--- src/rtl/npc_pkg.sv ---
// Shared widths and the writeback request record used by the GPR writeback path.
package npc_pkg;

  localparam int XLEN   = 64;
  localparam int REG_AW = 5;

  localparam logic [REG_AW-1:0] REG_ZERO = '0;

  typedef struct packed {
    logic [REG_AW-1:0] rd;
    logic [XLEN-1:0]   data;
    logic [XLEN-1:0]   pc;
  } wb_req_t;

endpackage

--- src/rtl/gpr_wb_arbiter_rr_arb2.sv ---
// Two-input round-robin arbiter. The pointer names the requester that wins
// the next contended cycle; it moves only when something is actually granted.
module rr_arb2 (
  input  logic       clock,
  input  logic       reset_n,
  input  logic [1:0] valid,
  input  logic       advance,
  output logic [1:0] grant
);

  logic rr_ptr;

  // one-hot grant: a lone requester always wins, contention goes to rr_ptr
  always_comb begin
    grant = 2'b00;
    if (advance) begin
      if (valid == 2'b11) grant = rr_ptr ? 2'b10 : 2'b01;
      else                grant = valid;
    end
  end

  // after any grant, point at the requester that did not win
  always_ff @(posedge clock or negedge reset_n) begin
    if (!reset_n)            rr_ptr <= 1'b0;
    else if (grant != 2'b00) rr_ptr <= grant[0];
  end

endmodule

--- src/rtl/gpr_wb_arbiter.sv ---
// Shares the GPR write port between EXU (req0) and LSU (req1) writeback.
// A single registered output stage drives the register file write and the
// commit event; commit_hold freezes that stage while the reference model
// catches up.
module gpr_wb_arbiter
  import npc_pkg::*;
(
  input  logic              clock,
  input  logic              reset_n,
  input  logic              req0_valid,
  output logic              req0_ready,
  input  logic [REG_AW-1:0] req0_rd,
  input  logic [XLEN-1:0]   req0_data,
  input  logic [XLEN-1:0]   req0_pc,
  input  logic              req1_valid,
  output logic              req1_ready,
  input  logic [REG_AW-1:0] req1_rd,
  input  logic [XLEN-1:0]   req1_data,
  input  logic [XLEN-1:0]   req1_pc,
  input  logic              commit_hold,
  output logic              rf_wen,
  output logic [REG_AW-1:0] rf_waddr,
  output logic [XLEN-1:0]   rf_wdata,
  output logic              commit_valid,
  output logic [XLEN-1:0]   commit_pc,
  output logic [63:0]       retire_cnt
);

  logic       out_valid;
  wb_req_t    out_q;
  logic [63:0] retire_cnt_q;
  logic       fire;
  logic       advance;
  logic [1:0] grant;
  wb_req_t    req0_w;
  wb_req_t    req1_w;

  assign req0_w = '{rd: req0_rd, data: req0_data, pc: req0_pc};
  assign req1_w = '{rd: req1_rd, data: req1_data, pc: req1_pc};

  // a held, full stage blocks both retirement and new grants
  assign fire    = out_valid && !commit_hold;
  assign advance = !out_valid || !commit_hold;

  rr_arb2 u_rr_arb2 (
    .clock   (clock),
    .reset_n (reset_n),
    .valid   ({req1_valid, req0_valid}),
    .advance (advance),
    .grant   (grant)
  );

  assign req0_ready = grant[0];
  assign req1_ready = grant[1];

  // output stage: load the granted request whenever the stage may move
  always_ff @(posedge clock or negedge reset_n) begin
    if (!reset_n) begin
      out_valid <= 1'b0;
      out_q     <= '0;
    end else if (advance) begin
      out_valid <= |grant;
      if (grant[0])      out_q <= req0_w;
      else if (grant[1]) out_q <= req1_w;
    end
  end

  // retired-instruction count, wraps naturally at 2^64
  always_ff @(posedge clock or negedge reset_n) begin
    if (!reset_n)  retire_cnt_q <= '0;
    else if (fire) retire_cnt_q <= retire_cnt_q + 64'd1;
  end

  // x0 writes still retire, they just never reach the register file
  assign rf_wen       = fire && (out_q.rd != REG_ZERO);
  assign rf_waddr     = out_q.rd;
  assign rf_wdata     = out_q.data;
  assign commit_valid = out_valid;
  assign commit_pc    = out_q.pc;
  assign retire_cnt   = retire_cnt_q;

endmodule

--- config.mk ---
export PLATFORM = sky130hd
export DESIGN_NAME = gpr_wb_arbiter
export DESIGN_NICKNAME = d
export VERILOG_FILES = /design/src/rtl/npc_pkg.sv /design/src/rtl/gpr_wb_arbiter_rr_arb2.sv /design/src/rtl/gpr_wb_arbiter.sv
export SDC_FILE = /design/constraint.sdc
export NUM_CORES = 1
export LEC_CHECK = 0
export BUFFER_PORTS_ARGS = -buffer_cell sky130_fd_sc_hd__buf_2
export CAP_MARGIN = 30
export CORE_UTILIZATION = 25
export CTS_BUF_LIST = sky130_fd_sc_hd__clkbuf_8
export CTS_CLUSTER_SIZE = 16
export DETAILED_ROUTE_END_ITERATION = 16
export GPL_ROUTABILITY_DRIVEN = 0
export REMOVE_ABC_BUFFERS = 1
export SLEW_MARGIN = 0
export SYNTH_ARGS = -nofsm -noshare
export SYNTH_HDL_FRONTEND = slang
export SYNTH_SLANG_ARGS = --single-unit
--- constraint.sdc ---
create_clock -name clock -period 3.94 [get_ports clock]
set_input_delay 0.197 -clock clock [delete_from_list [all_inputs] [get_ports clock]]
set_output_delay 0.197 -clock clock [all_outputs]
set_load 0.01 [all_outputs]
**Word level (Yosys, flattened, before mapping)**

Cells that the tools add are included.

- Word-level logic and storage cells: 22
- Register bits: 199

- Eq/ne operators: 1
- $add $sub $neg: 1
- Reduce and logical (&&, ||, !) cells: 9
- Muxes and demuxes: 5

Operator list:

| operator | count |
|---|---|
| 133-bit 2-to-1 mux | 2 |
| 64-bit by 1-bit adder with 64-bit output, second input constant | 1 |
| 2-bit 2-to-1 mux | 3 |
| 5-bit nonzero test | 1 |
| 2-bit equality test, second input constant | 1 |
| 1-bit logical AND | 2 |
| 1-bit logical NOT | 2 |
| 2-bit AND reduction | 1 |
| 2-bit nonzero test | 1 |
| 2-bit OR reduction | 1 |
| 1-bit logical OR | 1 |

**Depth between registers and ports, before layout**

Gate-level depths: netlist of run 1.

- Depth after elaboration: 5
- Gate-level depth with buffers: 8
- Gate-level depth less buffers: 6

**Modules after synthesis**

From an unflattened synthesis of run 1, not the netlist that was laid out.

- Cell total of the unflattened synthesis: 875
- Area total of the unflattened synthesis: 9180.1 µm²

By module, submodules not included:

| module | area each (µm²) | times used | cells each |
|---|---|---|---|
| gpr_wb_arbiter | 9118.7 | 1 | 867 |
| rr_arb2 | 61.3 | 1 | 8 |

**Worst setup path before layout of run 1**

No wires, ideal clock.

- Path type: reg2reg
- Start point: register retire_cnt_q[7] (netlist: retire_cnt[7])
- End point: register retire_cnt_q[52] (netlist: retire_cnt[52])
- Setup slack: 2.122 ns
- Period minus slack after synthesis: 1.818 ns
- Required time: 3.860 ns
- Stages on the path, launching flop included: 7
- Data arrival time: 1.738 ns
- Setup time: 0.080 ns
- Cell sequence: dfrtp_1 nand3_4 nor4_4 nand4_2 buf_6 nor4_2 xnor2_1

- Word-level cells in the longest chain between the ends: 1

RTL lines:

| what | RTL line | source |
|---|---|---|
| start, declared | gpr_wb_arbiter.sv:31 | `logic [63:0] retire_cnt_q;` |
| start signal, assigned | gpr_wb_arbiter.sv:71 | `else if (fire) retire_cnt_q <= retire_cnt_q + 64'd1;` |
| 64-bit by 1-bit adder with 64-bit output | gpr_wb_arbiter.sv:71 |  |

Every way passes these cells.
A chain may end at the register's enable or synchronous reset.

**Worst setup path in the final report of run 1**

- Start point: register out_valid (netlist: commit_valid)
- End point: register out_q, in the netlist rf_wdata[48]

- Word-level cells in the longest chain between the ends: 5
- Elaborated cells between the ends (all ways): 6

RTL lines:

| what | RTL line | source |
|---|---|---|
| start, declared | gpr_wb_arbiter.sv:29 | `logic out_valid;` |
| start signal, assigned | gpr_wb_arbiter.sv:62 | `out_valid <= \|grant;` |
| 1-bit logical NOT * | gpr_wb_arbiter.sv:43 | `assign advance = !out_valid \|\| !commit_hold;` |
| 1-bit logical OR * | gpr_wb_arbiter.sv:43 |  |
| 2-bit 2-to-1 mux | gpr_wb_arbiter_rr_arb2.sv:16 | `if (advance) begin` |
| 2-bit nonzero test (no line) | n/a |  |
| 2-bit AND reduction (no line) | n/a |  |
| end signal, assigned | gpr_wb_arbiter.sv:63 | `if (grant[0]) out_q <= req0_w;` |
| end signal, assigned | gpr_wb_arbiter.sv:64 | `else if (grant[1]) out_q <= req1_w;` |
| end, declared | gpr_wb_arbiter.sv:30 | `wb_req_t out_q;` |

Mark *: on every way between the ends. The rest lies on a longest branch, timed or not.

==> impl_metrics.py, run 1 <==
metrics = {
    "grt": {
        "grt.total_usage": 0.185,
        "grt_pass1_wl_microns": 51700,
        "antenna_found_initial": 3,
        "overflow": 0,
        "grt_pass1_vias": 9686,
        "grt_max_degree": 89,
    },
    "synth": {
        "yosysSeqAreaShare": 0.572,
        "ys_warn_count": 0,
        "synth_edf_count": 0,
        "ys.flop_type": "dfrtp_1",
        "synth_top_family_by_area": "simple AND/OR/NAND/NOR gates",
        "post_synth_num_cell_types": 30,
        "netlist_instances": 868,
        "synth_xor_area_frac": 0.0634,
        "avgSynthCellArea_sq_um": 10.0,
        "async_flop_share": 1.00,
        "synth-simple-area-share": 0.219,
        "yosys.area_share.adder": 0.00144,
        "synth-compound-area-share": 0.117,
        "synth_seq_cells": 199,
        "synthesis.area_sq_um": 8700,
        "synth.area.mux_share": 0,
    },
    "hold_path": {
        "hp-class": "primary input to async pin",
    },
    "status": {
        "status": "completed",
    },
    "floorplan": {
        "fp.dieW_microns": 189,
        "die_area_sq_um": 35500,
        "die_y_microns": 189,
        "top_level_ports": 472,
        "rows": 67,
        "placeableCoreArea_sq_um": 33900,
        "start_util": 0.257,
    },
    "clocking": {
        "cts_resized": 0,
        "cts_tree": "yes",
        "numCtsBuffers": 17,
        "clk_root_buffer_cell": "clkbuf_8",
        "cts.sinks": 199,
        "clock_latency_ns": 0.49,
        "cts_buffer_depth": 2,
        "clk_pin_slew_ns": 0.10,
        "cts_htree_levels": 4,
    },
    "detailed_routing": {
        "drt_wl_total_microns": 32800,
        "viasPerCell": 4.62,
        "first_pass_iters": 5,
        "vias": 9488,
        "drc": 0,
        "drt-initial-drc-count": 430,
        "wl_per_cell_microns": 16.0,
        "drtAntennaViolNets": 0,
    },
    "worst_setup_path": {
        "end_kind": "register",
        "cp.required_ns": 4.37,
        "cp_max_fo": 64,
        "reg2reg_depth": 6,
        "start_kind": "register",
        "reg2reg_from": "commit_valid",
        "worst-endpoint-arrival_ns": 3.12,
        "r2r_slack_ns": 1.25,
        "rr_endpoint": "rf_wdata[48]",
        "path_class": "register to register",
    },
    "timing": {
        "setup-tns-final_ns": 0,
        "finalHoldViolCount": 0,
        "slew_violations": 0,
        "setup_ws_ns": 1.25,
        "rsz0062_at_grt": "no",
        "fmax_ghz": 0.372,
        "slew_headroom": 0.398,
        "tightest_slew_ns": 0.900,
        "finalClockSkew_ns": 0.0148,
        "timing.final.crit_share": 0.683,
        "final.min_clock_period_ns": 2.69,
        "setup_viol": 0,
    },
    "layout": {
        "stdcell_area_sq_um": 14600,
        "layout.nets": 1863,
        "final_util": 0.432,
        "drive_gt1_frac": 0.334,
        "syn2layout_area_growth_pct": 68.3,
        "final.fill_count": 3303,
    },
    "job": {
        "drv_cap": 0,
    },
    "pwr": {
        "power_density_nw_per_um2": 375,
        "finalPower_w": 0.00549,
        "peakVddDrop_mv": 0.207,
        "p_leak_nw": 7.38,
    },
    "placed_design": {
        "dp_slack_ns": 1.62,
        "port_buffers": 471,
        "dp_hpwl_microns": 22200,
        "dpl_cell_area_sq_um": 11500,
    },
}
==> placed cells by master, fill, tap and decap left out, drive strengths merged <==
master	netlist	layout
nor2	25	25
a21oi	2	2
xor2	36	36
nand2b	3	3
and4	2	2
or4	1	1
clkinvlp	0	3
or2	2	2
dlygate4sd3	0	272
and3	4	4
nand4b	1	1
a22oi	133	133
nand4	23	23
clkbuf	36	19
nor4	18	18
ha	1	1
clkinv	0	6
a31oi	1	1
nor2b	1	1
nand2	298	298
nand3	18	18
xnor2	27	27
inv	9	13
diode	0	2
buf	12	479
dfrtp	199	199
nor3	16	16
==> report_power, final <==
part	internal [W]	switching, W
logic	0.000785	0.000861
clock network	0.000470	0.000804
registers	0.00237	0.000204
total	0.00362	0.00187
==> per-layer routing <==
layer,vias up,share of wire,global-route usage
li1,4435,-,-
met1,4555,0.41,0.224
met2,425,0.49,0.308
met3,73,0.066,0.0473
met4,0,0.038,0.0837
met5,-,0,0
==> Yosys cell counts, drive strengths merged (2+ instances only) <==
| cell type | count | share of area |
|---|---|---|
| nand2 | 298 | 0.13 |
| dfrtp | 199 | 0.57 |
| a22oi | 133 | 0.11 |
| clkbuf | 36 | 0.016 |
| xor2 | 36 | 0.036 |
| xnor2 | 27 | 0.027 |
| nor2 | 25 | 0.011 |
| nand4 | 23 | 0.019 |
| nand3 | 18 | 0.012 |
| nor4 | 18 | 0.024 |
| nor3 | 16 | 0.012 |
| buf | 12 | 0.0076 |
| inv | 9 | 0.0039 |
| and3 | 4 | 0.0029 |
| nand2b | 3 | 0.0022 |
| a21oi | 2 | 0.0012 |
| and4 | 2 | 0.0020 |
| or2 | 2 | 0.0014 |
==> flip-flops by register name, indices dropped and copies added (netlist names) <==
register	count
commit_pc	64
commit_valid	1
retire_cnt	64
rf_waddr	5
rf_wdata	64
u_rr_arb2.rr_ptr	1
==> how the worst max path moves through the flow <==
stage / from / endpoint / slack [ns] / depth (start not counted)
floorplan: commit_valid / commit_pc[0] / -3.21 / 5
global placement: retire_cnt[0] / retire_cnt[54] / 1.67 / 6
detailed placement: retire_cnt[0] / retire_cnt[56] / 1.62 / 6
CTS: commit_valid / req1_ready / 1.26 / 4
global route: commit_valid / rf_wdata[30] / 1.06 / 6
finish: commit_valid / rf_wdata[48] / 1.25 / 6
==> area by class of cell <==
type	count	area [sq um]	share of cell area
timing repair buffer	752	5190	0.355
sequential	199	4980	0.340
tap	448	561	0.0383
clock inverter	13	116	0.00795
multi-input combinational	612	3500	0.239
antenna	2	5.00	0.000342
clock buffer	18	248	0.0169
inverter	9	33.8	0.00231
==> critical path, cell delays in order (launching register included) <==
cell           delay, ns
dfrtp_1             0.45
nand2_1             0.17
and3_4              0.43
buf_4               0.61
a22oi_1             0.22
dlygate4sd3_1       0.63
nand2_1             0.07
==> cell families (layout without fill, tap and decap cells) <==
| family | count (synthesis) | after routing |
|---|---|---|
| compound gates | 136 | 136 |
| other cells | 0 | 2 |
| simple gates | 412 | 412 |
| flops | 199 | 199 |
| fa+ha+maj | 1 | 1 |
| xor+xnor | 63 | 63 |
| buf+inv | 57 | 792 |
==> through the flow <==
step           std cells  hold slack, ns
2_1_floorplan        820         -0.0986
3_3_place_gp        1748           0.216
3_5_place_dp        1748           0.215
4_1_cts             2051           0.199
5_1_grt             2053           0.241
6_report            2053           0.238
==> what timing repair did <==
| action | in CTS | in global routing |
|---|---|---|
| buffers inserted | 0 | 0 |
| endpoints found under the hold margin | 196 | 0 |
| hold buffers | 272 | 0 |
No activity file was read; power rests on OpenSTA's default activity.
==> run 2: changes to the inputs <==
- ABC_AREA: not set -> 1
- clock period: 3.94 -> 2.3 ns (I/O delays scaled with it)
==> run 2 against run 1 <==
Net effect: routed wire length is 32% higher; non-clock buffer count is 4 higher; sequential power is 83% higher; power is 110% higher; count of clock-buffer cells in the layout is 2 higher; flip-flop and latch count stayed put; register-to-register slack worse by 1.1 ns; design area is 9.5% higher; setup slack worse by 1.1 ns; area after synthesis is 14% higher; die area is 14% higher; largest cell class unchanged; largest power group unchanged; highest routed layer is now met5.
==> impl_metrics.py, run 2 <==
metrics = {
    "status": {
        "status": "completed",
    },
    "floorplan": {
        "die_y_microns": 201,
        "rows": 72,
        "start_util": 0.255,
        "fp.dieW_microns": 201,
        "placeableCoreArea_sq_um": 38900,
        "die_area_sq_um": 40500,
        "top_level_ports": 472,
    },
    "worst_setup_path": {
        "slowest_delay_ns": 0.54,
        "worstPathCellList": "nand2_2 -> nand2_1 -> a21oi_4 -> nor2_4 -> buf_8 -> nand2_1 -> nand3_1 -> dlygate4sd3_1",
        "crit_top_cell": "nand2_1",
        "reg2reg_from": "commit_valid",
        "end_kind": "register",
        "cp-startpoint": "commit_valid",
        "reg2reg_depth": 8,
        "cp_max_fo": 64,
        "cpLargestDelayFamily": "buffers and inverters",
        "path_buf_inv": 2,
        "rr_endpoint": "rf_wdata[50]",
        "path_class": "register to register",
        "slowest_stage": "dlygate4sd3_1",
        "cp.required_ns": 2.76,
        "start_kind": "register",
        "r2r_slack_ns": 0.11,
        "worst-endpoint-arrival_ns": 2.65,
    },
    "synth": {
        "synth.area.top_cells": "dfrtp_1 50%, nand2_1 22%, nand3_1 7.9%, nor2_1 3.3%, inv_1 2.5%",
        "yosysSeqAreaShare": 0.501,
        "synth_edf_count": 0,
        "synth_seq_cells": 199,
        "ys_warn_count": 0,
        "synth_top_cells_by_count": "572 x nand2_1, 199 x dfrtp_1, 157 x nand3_1",
        "post_synth_num_cell_types": 34,
        "async_flop_share": 1.00,
        "avgSynthCellArea_sq_um": 7.79,
        "netlist_instances": 1275,
        "synthesis.area_sq_um": 9940,
        "netlist.top_cell.by_area": "dfrtp_1",
        "yosysTopAreaCellShare": 0.501,
        "post-synth-top-count-cell": "nand2_1",
        "ys.flop_type": "dfrtp_1",
    },
    "grt": {
        "grt_max_degree": 130,
        "overflow": 0,
        "grt.total_usage": 0.205,
        "grt_pass1_wl_microns": 64000,
        "grt_pass1_vias": 11624,
        "antenna_found_initial": 25,
    },
    "pwr": {
        "finalPower_w": 0.0115,
        "p_leak_nw": 8.25,
        "power_density_nw_per_um2": 716,
        "peakVddDrop_mv": 0.512,
    },
    "timing": {
        "finalHoldViolCount": 0,
        "timing.final.crit_share": 0.954,
        "fmax_ghz": 0.456,
        "setup_viol": 0,
        "finalClockSkew_ns": 0.0187,
        "tightest_slew_ns": 0.521,
        "final.min_clock_period_ns": 2.19,
        "setup-tns-final_ns": 0,
        "slew_headroom": 0.653,
        "slew_violations": 0,
    },
    "detailed_routing": {
        "viasPerCell": 4.55,
        "wl_per_cell_microns": 16.9,
        "drtAntennaViolNets": 0,
        "drt_wl_total_microns": 43100,
        "first_pass_iters": 5,
        "drc": 0,
        "vias": 11619,
        "drt-initial-drc-count": 705,
    },
    "job": {
        "drv_cap": 0,
    },
    "placed_design": {
        "dp.cells": 2232,
        "dpl_cell_area_sq_um": 12800,
        "dp_hpwl_microns": 31100,
        "port_buffers": 471,
    },
    "clocking": {
        "clk_root_buffer_cell": "clkbuf_8",
        "cts_tree": "yes",
        "cts_buffer_depth": 2,
        "cts.sinks": 199,
        "cts_htree_levels": 4,
        "clock_latency_ns": 0.52,
        "numCtsBuffers": 17,
        "clk_pin_slew_ns": 0.11,
    },
    "layout": {
        "stdcell_count": 2551,
        "syn2layout_area_growth_pct": 61.3,
        "drive_gt1_frac": 0.285,
        "layout.nets": 2278,
        "stdcell_area_sq_um": 16000,
        "layout_commonest_cell": "nand2_1",
        "final_cell_mix": "571 x nand2_1, 470 x buf_2, 270 x dlygate4sd3_1",
    },
    "hold_path": {
        "hp-class": "primary input to async pin",
    },
}
-- run 2: cell count changes after synthesis, sizes merged, moves of 10 or more --
cell    before  now
a22oi      133    0
buf         12   36
clkbuf      36    8
inv          9   71
nand2      298  586
nand3       18  158
nand3b       0   10
nor2        25  119
nor4        18    0
xor2        36   20
-- run 2: worst max-delay path by stage --
stage	to	slack, ns	cells past startpoint
detailed placement	commit_pc[18]	0.59	6
CTS	commit_pc[18]	0.02	7
global placement	retire_cnt[62]	0.62	9
global route	rf_wdata[22]	-0.007	8
finish	rf_wdata[50]	0.11	8
floorplan	rf_waddr[0]	-5.85	6
-- run 2: cells by family after synthesis --
kind of cell / after synthesis / share of synthesized area
DFF: 199 / 0.501
AOI/OAI and AO/OA: 14 / 0.00818
and+or+nand+nor: 904 / 0.398
buffers and inverters: 116 / 0.0555
adders and majority gates: 1 / 0.00126
xor gates and xnor gates: 41 / 0.0361
-- run 2: per-stage QoR --
step | hold WS [ns] | setup WS [ns] | util
after floorplan | -0.181 | -5.85 | -
after global placement | 0.140 | 0.617 | 0.329
after detailed placement | 0.138 | 0.591 | 0.329
after CTS | 0.109 | 0.0186 | 0.409
after global routing | 0.142 | -0.00708 | 0.412
final | 0.135 | 0.107 | 0.412
-- run 2: timing repair --
| item | CTS | global route |
|---|---|---|
| hold buffers | 270 | 0 |
| gates resized for setup | 0 | 10 |
| setup buffers | 0 | 1 |
| setup endpoints to repair | 0 | 130 |
| endpoints found under the hold margin | 231 | 0 |
-- run 2: per-layer routing --
| metal | vias to the layer above | track usage | share of wire |
|---|---|---|---|
| met2 | 518 | 0.355 | 0.49 |
| met1 | 5502 | 0.234 | 0.39 |
| met4 | 18 | 0.105 | 0.046 |
| li1 | 5467 | - | - |
| met5 | - | 0 | 0.0023 |
| met3 | 114 | 0.0510 | 0.069 |
-- run 2: cell type report --
cell class | instances | area, sq um
diodes | 15 | 37.5
clock buffers | 20 | 275
clock inverters | 11 | 135
fillers | 3950 | 22900
inverters | 72 | 270
multi-input cells | 960 | 4420
flip-flops and latches | 199 | 4980
well taps | 518 | 648
repair buffers | 756 | 5260
-- run 2: where the power goes --
part	switching [W]	total (W)	internal (W)
Sequential	0.000467	0.00470	0.00424
Clock	0.00137	0.00244	0.00107
Combinational	0.00216	0.00434	0.00218
